==> src/rtl/button_plant_3x4_pkg.sv <==
// Shared sizes, key indexing and FSM state encoding for the 3x4 keypad emulator.
// Key index is row*3 + col for both the static level bitmap and injected codes.
package button_plant_3x4_pkg;

    localparam int KEY_NUM = 12;
    localparam int COL_NUM = 3;
    localparam int ROW_NUM = 4;

    typedef enum logic [1:0] {
        IDLE  = 2'd0,
        PRESS = 2'd1,
        GAP   = 2'd2
    } state_t;

    function automatic logic [3:0] key_index(input logic [1:0] row, input logic [1:0] col);
        return ({2'b00, row} * 4'd3) + {2'b00, col};
    endfunction

endpackage

==> src/rtl/button_plant_3x4_col_sync.sv <==
// Column strobe synchronizer: resolves the active column and flags the end of
// each complete sweep (column 2 strobe released after a clean column-2 pattern).
module button_plant_3x4_col_sync
    import button_plant_3x4_pkg::*;
#(
    parameter int COL_SYNC_STAGES = 2
) (
    input  logic       aclk,
    input  logic       aresetn,
    input  logic [2:0] i_col_n,
    output logic       col_valid,
    output logic [1:0] col_idx,
    output logic       sweep_evt
);

    logic [2:0] col_s;
    logic [2:0] col_prev;

    generate
        if (COL_SYNC_STAGES == 0) begin : g_direct
            assign col_s = i_col_n;
        end else begin : g_sync
            logic [2:0] sync_q [COL_SYNC_STAGES];

            always_ff @(posedge aclk or negedge aresetn) begin
                if (!aresetn) begin
                    for (int i = 0; i < COL_SYNC_STAGES; i++) begin
                        sync_q[i] <= 3'b111;
                    end
                end else begin
                    sync_q[0] <= i_col_n;
                    for (int i = 1; i < COL_SYNC_STAGES; i++) begin
                        sync_q[i] <= sync_q[i-1];
                    end
                end
            end

            assign col_s = sync_q[COL_SYNC_STAGES-1];
        end
    endgenerate

    always_comb begin
        col_valid = 1'b0;
        col_idx   = 2'd0;
        case (col_s)
            3'b110: begin col_valid = 1'b1; col_idx = 2'd0; end
            3'b101: begin col_valid = 1'b1; col_idx = 2'd1; end
            3'b011: begin col_valid = 1'b1; col_idx = 2'd2; end
            default: begin col_valid = 1'b0; col_idx = 2'd0; end
        endcase
    end

    always_ff @(posedge aclk or negedge aresetn) begin
        if (!aresetn) begin
            col_prev <= 3'b111;
        end else begin
            col_prev <= col_s;
        end
    end

    // Only a clean column-2 strobe ending counts; glitches through 000/111 never do.
    assign sweep_evt = (col_prev == 3'b011) && col_s[2];

endmodule

==> src/rtl/button_plant_3x4_emulator.sv <==
// Virtual 3x4 keypad: answers the scanner's column strobes with row returns
// from a static level bitmap OR-ed with a timed injected key press.
//
// state | meaning
// IDLE  | ready for an injection request
// PRESS | injected key held down, counting HOLD_SCANS sweeps
// GAP   | injected key released, counting GAP_SCANS sweeps before next request
module button_plant_3x4_emulator
    import button_plant_3x4_pkg::*;
#(
    parameter int HOLD_SCANS      = 16,
    parameter int GAP_SCANS       = 8,
    parameter int COL_SYNC_STAGES = 2
) (
    input  logic        aclk,
    input  logic        aresetn,
    input  logic [2:0]  i_col_n,
    output logic [3:0]  o_row_n,
    input  logic        s_key_valid,
    output logic        s_key_ready,
    input  logic [3:0]  s_key_code,
    input  logic [11:0] i_key_level,
    output logic        o_busy,
    output logic        o_done,
    output logic        o_err
);

    state_t      state_q, state_d;
    logic [7:0]  cnt_q, cnt_d;
    logic [3:0]  code_q, code_d;
    logic        err_q, err_d;
    logic        done_q, done_d;
    logic        ready_en_q;
    logic [3:0]  row_q, row_d;
    logic [11:0] inject_map;
    logic [11:0] press_map;
    logic        col_valid;
    logic [1:0]  col_idx;
    logic        sweep_evt;
    logic        accept;

    button_plant_3x4_col_sync #(
        .COL_SYNC_STAGES(COL_SYNC_STAGES)
    ) u_col_sync (
        .aclk      (aclk),
        .aresetn   (aresetn),
        .i_col_n   (i_col_n),
        .col_valid (col_valid),
        .col_idx   (col_idx),
        .sweep_evt (sweep_evt)
    );

    // Held low through reset, so ready rises on the first clock after release.
    always_ff @(posedge aclk or negedge aresetn) begin
        if (!aresetn) begin
            ready_en_q <= 1'b0;
        end else begin
            ready_en_q <= 1'b1;
        end
    end

    assign s_key_ready = (state_q == IDLE) && ready_en_q;
    assign o_busy      = (state_q != IDLE);
    assign o_done      = done_q;
    assign o_err       = err_q;
    assign accept      = s_key_valid && s_key_ready;

    always_comb begin
        state_d = state_q;
        cnt_d   = cnt_q;
        code_d  = code_q;
        err_d   = 1'b0;
        done_d  = 1'b0;
        case (state_q)
            IDLE: begin
                if (accept) begin
                    if (s_key_code < 4'(KEY_NUM)) begin
                        code_d  = s_key_code;
                        cnt_d   = 8'd0;
                        state_d = PRESS;
                    end else begin
                        err_d = 1'b1;
                    end
                end
            end
            PRESS: begin
                if (sweep_evt) begin
                    if (cnt_q + 8'd1 == 8'(HOLD_SCANS)) begin
                        cnt_d   = 8'd0;
                        state_d = GAP;
                    end else if (cnt_q != 8'hFF) begin
                        cnt_d = cnt_q + 8'd1;
                    end
                end
            end
            GAP: begin
                if (sweep_evt) begin
                    if (cnt_q + 8'd1 == 8'(GAP_SCANS)) begin
                        cnt_d   = 8'd0;
                        done_d  = 1'b1;
                        state_d = IDLE;
                    end else if (cnt_q != 8'hFF) begin
                        cnt_d = cnt_q + 8'd1;
                    end
                end
            end
            default: begin
                cnt_d   = 8'd0;
                state_d = IDLE;
            end
        endcase
    end

    always_ff @(posedge aclk or negedge aresetn) begin
        if (!aresetn) begin
            state_q <= IDLE;
            cnt_q   <= 8'd0;
            code_q  <= 4'd0;
            err_q   <= 1'b0;
            done_q  <= 1'b0;
        end else begin
            state_q <= state_d;
            cnt_q   <= cnt_d;
            code_q  <= code_d;
            err_q   <= err_d;
            done_q  <= done_d;
        end
    end

    assign inject_map = (state_q == PRESS) ? (12'd1 << code_q) : 12'd0;
    assign press_map  = i_key_level | inject_map;

    always_comb begin
        row_d = 4'hF;
        if (col_valid) begin
            for (int r = 0; r < ROW_NUM; r++) begin
                row_d[r] = ~press_map[key_index(2'(r), col_idx)];
            end
        end
    end

    always_ff @(posedge aclk or negedge aresetn) begin
        if (!aresetn) begin
            row_q <= 4'hF;
        end else begin
            row_q <= row_d;
        end
    end

    assign o_row_n = row_q;

endmodule

==> config.mk <==
export PLATFORM = sky130hd
export DESIGN_NAME = button_plant_3x4_emulator
export DESIGN_NICKNAME = d
export VERILOG_FILES = /design/src/rtl/button_plant_3x4_pkg.sv /design/src/rtl/button_plant_3x4_col_sync.sv /design/src/rtl/button_plant_3x4_emulator.sv
export SDC_FILE = /design/constraint.sdc
export NUM_CORES = 1
export LEC_CHECK = 0
export CORE_MARGIN = 1.5
export CORE_UTILIZATION = 46
export CTS_BUF_LIST = sky130_fd_sc_hd__clkbuf_2 sky130_fd_sc_hd__clkbuf_4 sky130_fd_sc_hd__clkbuf_8
export DETAILED_ROUTE_END_ITERATION = 12
export PLACE_DENSITY = 0.71
export SYNTH_ARGS = -nofsm -noshare
export SYNTH_HDL_FRONTEND = slang
export SYNTH_SLANG_ARGS = --single-unit
==> constraint.sdc <==
create_clock -name aclk -period 3.2 [get_ports aclk]
set_input_delay 0.48 -clock aclk [delete_from_list [all_inputs] [get_ports aclk]]
set_output_delay 0.48 -clock aclk [all_outputs]
set_load 0.05 [all_outputs]
==> results.md, run 1 <==
* Starting Density at 0.490
* Min cycle time layout at between 2000 and 2500 ps
* PnR worst setup slack at 709 ps
* Mapped Cells at 162
* Longest Clk Path Bufs at 2
* Mapped Avg Cell Area at 10.2 um2
* Initial DRC Count at 69
* Post-synth top area cell: dfrtp_1
* Internal reg-to-reg setup slack at 1120 ps
* CP required at 2720 ps
* Crit path max fanout at 3
* Vias at 1344
* Hold wc startpoint: u_col_sync.g_sync.sync_q[3]
* Worst Path Arrival at 2010 ps
* GP Congestion at 0.855
* DP Wirelength at 2600 um
* Via/cell ratio at 5.51
* Final wirelength at about 3500 um
* MaxCap Viol Count at 0
* Synth area leaders: dfrtp_1, dfstp_2, nor2_1, ha_1, a21oi_1
* FMAX at 0.401 GHz
* Final setup vio count at 0
* Syn Std Cell Area at 1660 um2
* Pre-CTS setup slack at approximately 1100 ps
* Clk pin slew, worst setup/hold paths at about 100 ps
* H-tree levels at 2
* Reg2reg path depth at 6
* Setup_tns at 0 ps
* Post-synthesis sequential area ratio at 0.462
* Yosys Warn Count at 0
* DRC at 0
* CTS Buf Count at 5
* Final hold vios at 0
* Worst reg2reg startpoint: cnt_q[0]
* Cell variety after synth at 52
* Area Overhead vs Synth at 27.8%
* Fillers at roughly 280
* Status: finished, final reports clean
* Tcrit/Tclk final at 0.778
* Buffers on Ports at 29
* Number of global-route vias before repair at between 1k and 1.5k
* Post-CTS resize count at 0
* Total Nets Final at between 200 and 250
* Initial antenna violation count at 0
* Drt first pass iters at 4
* Synth async-reset ratio at 1.00
* Antenna viol nets, final at 0
* Core Area at 3390 um2
* Global router's overall resource usage at 0.196
* Crit path kind: reg2out
* Yosys top cell area share at 0.256
* Die area at 3980 um2
* Die Width at 63.1 um
* Max-slew violation count at 0
* Drt wl/cell at approximately 14 um
* Leak pwr at 0.880 nW
* Worst Hold Class: reg2reg
* VDD IR max at 0.488 mV
* Die H at 63.1 um
* Layout cell share with drive strength beyond 1 at 0.187
* Most used DFF post-synth: dfrtp_1
* #FFs+latches synth at 30
* Worst setup EP type: output port
* Post-CTS Hold Buffers at 0
* # diodes at 0
* Crit path from: state_q[0]
* Post-CTS Setup Bufs at 0
* Global-route wire length before repair at 6090 um
* Post-synth EDFFs at 0
* Hold Crit Depth at 0
* Largest net degree at the start of global routing at 25
* Worst-margin pin slew at 1030 ps
* CTS tree: yes
* Synthesized net count at 190
* CP startpoint kind: flop
* CTS sink count at 30
* Unrepaired setup endpoints after global routing: false
* Remaining global-route overflow at 0
* Std cell rows at 21
* Clock latency on the worst-skew pair at around 330 ps
* CTS root buf: clkbuf_4
* Clk_skew at slightly below 6 ps
* Ports at 30
* Slew headroom at 0.313
* P per Cell Area at ~670 nW/um2
power breakdown:
part | internal [W] | switching, W
Clock | 0.000265 | 0.000135
Combinational | 0.000195 | 0.000278
Sequential | 0.000448 | 0.0000943
registers in the layout, indices dropped and copies added (netlist names):
| signal | flops |
|---|---|
| o_err | 1 |
| u_col_sync.col_s | 3 |
| state_q | 2 |
| cnt_q | 8 |
| o_row_n | 4 |
| u_col_sync.g_sync.sync_q | 3 |
| code_q | 4 |
| o_done | 1 |
| u_col_sync.col_prev | 3 |
| ready_en_q | 1 |
synth_stat cells (all sizes together), types with 2 or more instances:
cell / number
a211oi: 2
a21oi: 11
a221oi: 2
a31oi: 2
and2: 4
clkbuf: 3
dfrtp: 17
dfstp: 13
ha: 6
inv: 8
mux2: 4
mux2i: 3
nand2: 9
nand2b: 3
nand3: 7
nand3b: 2
nand4: 2
nor2: 22
nor2b: 2
nor3: 2
nor3b: 3
nor4: 2
o21ai: 5
o221ai: 2
o22ai: 2
or3: 4
xor2: 3
metal layers:
metal / global-route usage / wire, um / vias up
met3: 0.0446 / 117 / 6
li1: - / - / 657
met5: 0 / 0 / -
met1: 0.264 / 1650 / 654
met2: 0.293 / 1650 / 27
met4: 0.108 / 48 / 0
through the flow:
step                      cells   util  area (um2)  total power, W  hold slack [ps]
after floorplan             162      -        1660        0.000876              184
after global placement      236  0.593        2010        0.000995              346
after detailed placement    236  0.593        2010         0.00102              349
after CTS                   244  0.626        2120         0.00142              364
after global routing        244  0.626        2120         0.00149              365
final                       244  0.626        2120         0.00142              354
cell type report:
| class | instances | area [um2] | share of cell area |
|---|---|---|---|
| Multi-Input combinational cell | 121 | 851 | 0.401 |
| Sequential cell | 30 | 767 | 0.361 |
| Timing Repair Buffer | 31 | 305 | 0.144 |
| Clock inverter | 2 | 60.1 | 0.0283 |
| Tap cell | 46 | 57.6 | 0.0271 |
| Clock buffer | 6 | 51.3 | 0.0242 |
| Inverter | 8 | 30.0 | 0.0142 |
worst max-delay path, cell delays in order, from the launching register on:
cell,delay [ps]
dfrtp_1,410
inv_1,120
ha_1,180
and2_1,160
clkdlybuf4s50_1,810
logic make-up (layout without fill, tap and decap cells):
kind of cell	Yosys count	in the layout	synth area share
buffers and inverters	11	47	0.0256
AND/OR/NAND/NOR	68	68	0.231
XOR/XNOR	3	3	0.0158
flip-flops	30	30	0.462
multiplexers	7	7	0.0452
AO/OA/AOI/OAI	36	36	0.173
adder cells (fa/ha/maj)	6	6	0.0452
other	1	1	0.00226
worst paths after layout:
| check | to |
|---|---|
| max | s_key_ready |
| min | u_col_sync.col_s[0] |
| max reg2reg | state_q[0] |
| min reg2reg | u_col_sync.col_s[0] |
| max in group asynchronous | o_row_n[0] |
| min in group asynchronous | cnt_q[4] |
placed cells by master, fill, tap and decap left out, types with 3 or more instances in the layout:
master | netlist | routed
clkbuf_4 | 0 | 5
nand2_1 | 8 | 8
nor2_1 | 22 | 22
and2_1 | 4 | 4
nand2b_1 | 3 | 3
mux2i_1 | 3 | 3
clkdlybuf4s50_1 | 0 | 29
dfrtp_1 | 17 | 17
nand3_1 | 5 | 5
a21oi_1 | 11 | 11
dfstp_2 | 13 | 13
inv_1 | 8 | 8
o21ai_0 | 4 | 4
xor2_1 | 3 | 3
or3_1 | 4 | 4
ha_1 | 6 | 6
mux2_2 | 3 | 3
nor3b_1 | 3 | 3
Note: power is estimated with default switching activity, not from simulation.
==> run 2, diff against run 1 <==
Settings changed: PLACE_DENSITY 0.71 to 0.74.
Clock period 3.2 ns to 2.02 ns, I/O delays scaled along.
==> run 2 against run 1 <==
Against the previous run:
- sequential share of layout area is 0.55 points lower
- sequential power grew 56%
- final cell count is 0.82% higher
- worst hold slack lost 20 ps
- register-to-register slack lost 1000 ps
- design area increased by 1.5%
- critical endpoint is now o_row_n[3]
- sequential cell count unchanged
- first-iteration DRC count up 17%
- clock-buffer cell count is the same
==> results.md, run 2 (synthesis results as in run 1) <==
* Longest Clk Path Bufs at 2 (unchanged)
* Area of the multi-input gates at 861 um2 (+1.2%)
* Global router's overall resource usage at 0.200 (+0.00415)
* Clk_skew at 10.4 ps (+4.57 ps)
* CP max stage delay at 790 ps (-20 ps)
* CTS tree: yes
* Slew headroom at 0.666 (+0.353)
* CP required at 1720 ps (-1000 ps)
* Clk pin slew, worst setup/hold paths at 100 ps (about the same)
* Fin area at 2150 um2 (+1.5%)
* FF/Latch Area at 767 um2 (unchanged)
* CTS root buf: clkbuf_4
* H-tree levels at 2 (unchanged)
* Setup_tns at 0 ps (unchanged)
* Crit path max fanout at 1 (-2)
* Unrepaired setup endpoints after global routing: false
* Die Width at 63.1 um (unchanged)
* FMAX at 0.509 GHz
* Worst-margin pin slew at 500 ps (-527 ps)
* Min cycle time layout at a little under 2000 ps
* Vias at 1380 (+2.7%)
* GP Congestion at 0.891 (+4.2%)
* Drt first pass iters at 4 (unchanged)
* Die area at 3980 um2 (unchanged)
* Final setup vio count at 0 (unchanged)
* Drt wl/cell at 14.4 um (+1.6%)
* CTS sink count at 30 (unchanged)
* Status: finished, final reports clean
* Std cell rows at 21 (unchanged)
* Area Overhead vs Synth at 29.8%
* CP top delay family: buffers and inverters
* Most common cell after layout, fill and taps aside: clkdlybuf4s50_1
* VDD IR max at 0.773 mV (+58%)
* Worst Hold Class: in2async
* Initial antenna violation count at 0 (unchanged)
* Core Area at 3390 um2 (unchanged)
* Max-slew violation count at 0 (unchanged)
* WP buf/inv at 1 (-1)
* P per Cell Area at 1060 nW/um2 (+60%)
* Tcrit/Tclk final at 0.973
* Crit path kind: reg2out
* Total Nets Final at 227 (+0.89%)
* Worst Path Arrival at 1660 ps (-350 ps)
* Dpl cell area at 2030 um2 (+0.75%)
* Die H at 63.1 um (unchanged)
* Worst setup EP type: output port
* Leak pwr at 0.896 nW (+1.8%)
* Slowest-stage cell, CP: clkdlybuf4s50_1
* Final hold vios at 0 (unchanged)
* Number of global-route vias before repair at 1397 (+2.0%)
* Ports at 30 (unchanged)
* Antenna viol nets, final at 0 (unchanged)
* DRC at 0 (unchanged)
* Via/cell ratio at 5.61 (+1.8%)
* CTS Buf Count at 5 (unchanged)
* Fillers at 259 (-8.8%)
* CP startpoint kind: flop
* Largest net degree at the start of global routing at 31 (+24%)
* Layout cell share with drive strength beyond 1 at 0.220 (+0.0331)
* Initial DRC Count at 81 (+17%)
* # diodes at 0 (unchanged)
* DP Wirelength at 2630 um (+1.3%)
* Clock latency on the worst-skew pair at 340 ps (about the same)
* Max reg flops at 8 (unchanged)
* MaxCap Viol Count at 0 (unchanged)
* Global-route wire length before repair at 6230 um (+2.3%)
* Remaining global-route overflow at 0 (unchanged)
* Final wirelength at 3550 um (+2.4%)
* Buffers on Ports at 29 (unchanged)
* Most frequent cells in the layout: clkdlybuf4s50_1, nor2_1, dfrtp_1, dfstp_2, a21oi_1
* Crit path cell chain: clkdlybuf4s50_1
* Starting Density at 0.490 (unchanged)
* Most flops, register: cnt_q
## run 2: cell types whose count changed in the layout (fill, tap and decap cells not counted), sizes merged
cell	change
clkdlybuf4s50	-2
buf	+4
## run 2: worst paths after layout
path,slack (ps),cells after the start,startpoint,end
setup / recovery,50,1,o_row_n[3],o_row_n[3]
hold / removal,330,2,aresetn,state_q[0]
setup reg to reg,110,6,cnt_q[0],state_q[0]
hold reg to reg,360,0,u_col_sync.g_sync.sync_q[5],u_col_sync.col_s[2]
max in group asynchronous,1370,2,aresetn,u_col_sync.col_prev[0]
min in group aclk,360,1,i_col_n[0],u_col_sync.g_sync.sync_q[3]
## run 2: stage by stage
stage          setup WS, ps  instances   util  hold WS (ps)  power, W
2_1_floorplan          95.0        162      -          7.41   0.00139
3_3_place_gp            128        237  0.598           347   0.00160
3_5_place_dp           22.4        237  0.598           349   0.00163
4_1_cts                5.43        245  0.630           348   0.00227
5_1_grt                5.37        246  0.636           354   0.00242
6_report               54.2        246  0.636           335   0.00229
## run 2: area by class of cell
class | instances | share of cell area
Sequential cell | 30 | 0.356
Clock buffer | 6 | 0.0238
Multi-Input combinational cell | 121 | 0.400
Tap cell | 46 | 0.0267
Inverter | 8 | 0.0139
Timing Repair Buffer | 33 | 0.152
Clock inverter | 2 | 0.0279
## run 2: power by group
group | internal, W | leakage, nW | total, W | switching [W]
Clock | 0.000419 | 0.0585 | 0.000635 | 0.000216
Combinational | 0.000344 | 0.478 | 0.000812 | 0.000468
Sequential | 0.000709 | 0.359 | 0.000846 | 0.000137
Total | 0.00147 | 0.896 | 0.00229 | 0.000821
## run 2: routing by layer
layer,share of wire,track usage
met5,0,0
met3,0.062,0.0750
met4,0.011,0.0889
met2,0.49,0.319
met1,0.44,0.241
## run 2: repair_timing
item | in CTS | in global routing
setup buffers | 0 | 1
hold buffers | 0 | 0
endpoints found under the hold margin | 0 | 0
endpoints found under the setup margin | 0 | 11
resized for setup | 0 | 3
==> run 3, diff against run 2 <==
Settings changed: ABC_AREA set to 1, PLACE_DENSITY 0.74 to 0.73.
==> run 3 against run 2 <==
Against the previous run:
- clock-buffer cell count decreased by 1
- clock power decreased by 4.9%
- core utilization decreased by 1.4 points
- synthesized cell count increased by 47%
- critical path depth unchanged
- first-iteration DRC count increased by 62%
- power increased by 1.8%
- global-route usage increased by 1.2 points
- clock skew decreased by 4.1 ps
- design area increased by 6.4%
- largest power group is now combinational logic
- sequential power decreased by 9.0%
- via count increased by 18%
==> results.md, run 3 <==
* Status: finished, final reports clean
* Total Nets Final at 306 (+35%)
* Worst Hold Class: reg2reg
* Antenna viol nets, final at 0 (unchanged)
* Syn Std Cell Area at 1790 um2 (+7.8%)
* Setup_tns at 0 ps (unchanged)
* DRC at 0 (unchanged)
* Final wirelength at 3980 um (+12%)
* FMAX at 0.528 GHz (+3.7%)
* Sw Ratio at 0.400 (+0.0422)
* Unrepaired setup endpoints after global routing: false
* Clock latency on the worst-skew pair at 290 ps (-50 ps)
* Leak pwr at 1.10 nW (+23%)
* Worst setup EP type: output port
* Post-synth top area cell: dfrtp_1
* Crit path kind: reg2out
* Worst reg2reg startpoint: state_q[0]
* DP Wirelength at 3020 um (+15%)
* Post-synthesis sequential area ratio at 0.428 (-0.0336)
* Die H at 65.4 um (+3.7%)
* Post-CTS Hold Buffers at 0 (unchanged)
* Area Overhead vs Synth at 28.1%
* Drt wl/cell at 12.2 um (-16%)
* Most common cell after layout, fill and taps aside: nand2_1
* Drt first pass iters at 4 (unchanged)
* Yosys top cell area share at 0.238 (-0.0186)
* Sequential power share at 0.330 (-0.039)
* Die area at 4280 um2 (+7.5%)
* CTS Buf Count at 5 (unchanged)
* Max-slew violation count at 0 (unchanged)
* Starting Density at 0.485 (-0.00443)
* Sw Pwr at 0.000934 W (+14%)
* FF/Latch Area at 767 um2 (unchanged)
* CP startpoint kind: flop
* Top-count cell post-synth: nand2_1
* List of most frequent post-synthesis cells: nand2_1, nand3_1, inv_1, nor2_1, dfrtp_1
* #FFs+latches synth at 30 (unchanged)
* Post-synthesis simple-gate area fraction at 0.314 (+0.0839)
* Vias at 1635 (+18%)
* Fin area at 2290 um2 (+6.4%)
* Synth async-reset ratio at 1.00 (unchanged)
* Largest net degree at the start of global routing at 31 (unchanged)
* Final hold vios at 0 (unchanged)
* Dpl cell area at 2180 um2 (+7.6%)
* Post-layout util at 0.622 (-0.0139)
* Mapped Cells at 238 (+47%)
* Max reg flops at 8 (unchanged)
* Ports at 30 (unchanged)
* Area of the multi-input gates at 871 um2 (+1.2%)
* Synthesized net count at 266 (+40%)
* Number of global-route vias before repair at 1576 (+13%)
* Layout cell share with drive strength beyond 1 at 0.151 (-0.0695)
* Remaining global-route overflow at 0 (unchanged)
* P per Cell Area at 1020 nW/um2 (-4.4%)
* MaxCap Viol Count at 0 (unchanged)
* Clk_skew at 6.28 ps (-4.13 ps)
* Fillers at 329 (+27%)
* Initial antenna violation count at 0 (unchanged)
* H-tree levels at 2 (unchanged)
* Global-route wire length before repair at 6940 um (+11%)
* # diodes at 0 (unchanged)
* Global router's overall resource usage at 0.213 (+0.0123)
* Hold wc startpoint: u_col_sync.g_sync.sync_q[4]
* Post-CTS resize count at 0 (unchanged)
* Most used DFF post-synth: dfrtp_1
* Internal cell power at 0.00140 W (-4.9%)
* Clock Power Share at 0.259 (-0.018)
* VDD IR max at 0.986 mV (+27%)
* Die Width at 65.4 um (+3.7%)
* Worst Path Arrival at 1590 ps (-70 ps)
* Adder-cell share of the synthesized area at 0.0419 (-0.00329)
* Mux contribution to synthesized area at 0 (-0.0452)
* CTS root buf: clkbuf_8
* Gate power share at 0.411 (+0.057)
* CTS sink count at 30 (unchanged)
* Initial DRC Count at 131 (+62%)
* Yosys Warn Count at 0 (unchanged)
* GP Congestion at 0.871 (-2.2%)
* CP top delay family: buffers and inverters
* Core Area at 3690 um2 (+8.8%)
* Slowest-stage cell, CP: clkdlybuf4s50_1
* Xor-xnor portion of the synthesized cell area at 0 (-0.0158)
* CP max stage delay at 790 ps (about the same)
* Cell variety after synth at 30 (-42%)
* CP required at 1720 ps (about the same)
* Mapped Avg Cell Area at 7.52 um2 (-27%)
* Post-CTS Setup Bufs at 0 (unchanged)
* Most flops, register: cnt_q
* Std cell rows at 22 (+4.8%)
* Most frequent cells in the layout: nand2_1, nand3_1, inv_1, clkdlybuf4s50_1, nor2_1
* CTS tree: yes
* Clk pin slew, worst setup/hold paths at 70 ps (-30 ps)
* Synth area leaders: dfrtp_1, dfstp_2, nand2_1, nand3_1, inv_1
* WP buf/inv at 1 (unchanged)
* Final setup vio count at 0 (unchanged)
* Crit path cell chain: clkdlybuf4s50_1
* Crit path max fanout at 1 (unchanged)
* Post-synth EDFFs at 0 (unchanged)
* Buffers on Ports at 29 (unchanged)
* Synth Area in Compound Gates at 0.128 (-0.0454)
* Crit path from: o_row_n[2]
* Longest Clk Path Bufs at 2 (unchanged)
* Main combinational cell family by area after synthesis: simple AND/OR/NAND/NOR gates
* Via/cell ratio at 5.00 (-11%)
* Tcrit/Tclk final at 0.938 (-0.0349)
* Min cycle time layout at 1900 ps (-70.5 ps)
[run 3: cell count changes in the layout (fill, tap and decap cells not counted), moves of 5 or more]
cell      delta
inv_1       +20
a21oi_1      -8
buf_4        +5
nand3_1     +24
o21ai_0      +8
clkbuf_4     -5
nand2_1     +65
[run 3: final timing paths]
path,to,slack [ps],cells past startpoint
max,o_row_n[2],120,1
min,u_col_sync.col_s[1],350,0
max reg2reg,cnt_q[3],170,11
min reg2reg,u_col_sync.col_s[1],350,0
max in group asynchronous,o_row_n[1],1320,2
min in group asynchronous,cnt_q[7],380,2
[run 3: cells by family after synthesis]
group                    Yosys count
AO/OA/AOI/OAI                     32
adder cells (fa/ha/maj)            6
buffers and inverters             36
flip-flops                        30
other                              1
AND/OR/NAND/NOR                  133
[run 3: area by class of cell]
cell class,count,area share
clock buffers,5,0.0300
clock inverters,3,0.0196
inverters,31,0.0507
multi-input cells,172,0.380
flip-flops and latches,30,0.334
well taps,48,0.0262
repair buffers,38,0.159
[run 3: power groups by stage]
stage               Clock (W)  Sequential (W)  Combinational, W
floorplan                   0        0.000805          0.000651
finish               0.000604        0.000770          0.000959
detailed placement          0        0.000777          0.000947
global route         0.000648        0.000786           0.00105
global placement            0        0.000775          0.000936
CTS                  0.000621        0.000772          0.000956
[run 3: routing by layer]
metal,routed length [um],vias up,part of all wire,global-route usage
met1,1870,735,0.47,0.287
li1,-,851,-,-
met4,64,0,0.016,0.0781
met2,1840,40,0.46,0.325
met5,0,-,0,0
met3,202,9,0.051,0.0599
[run 3: stage by stage]
stage          setup slack, ps  hold slack [ps]  power [W]  instances
2_1_floorplan              141             7.41    0.00146        238
3_3_place_gp               239              346    0.00171        319
3_5_place_dp               184              347    0.00172        319
4_1_cts                    106              352    0.00235        327
5_1_grt                   30.2              360    0.00249        327
6_report                   125              352    0.00233        327
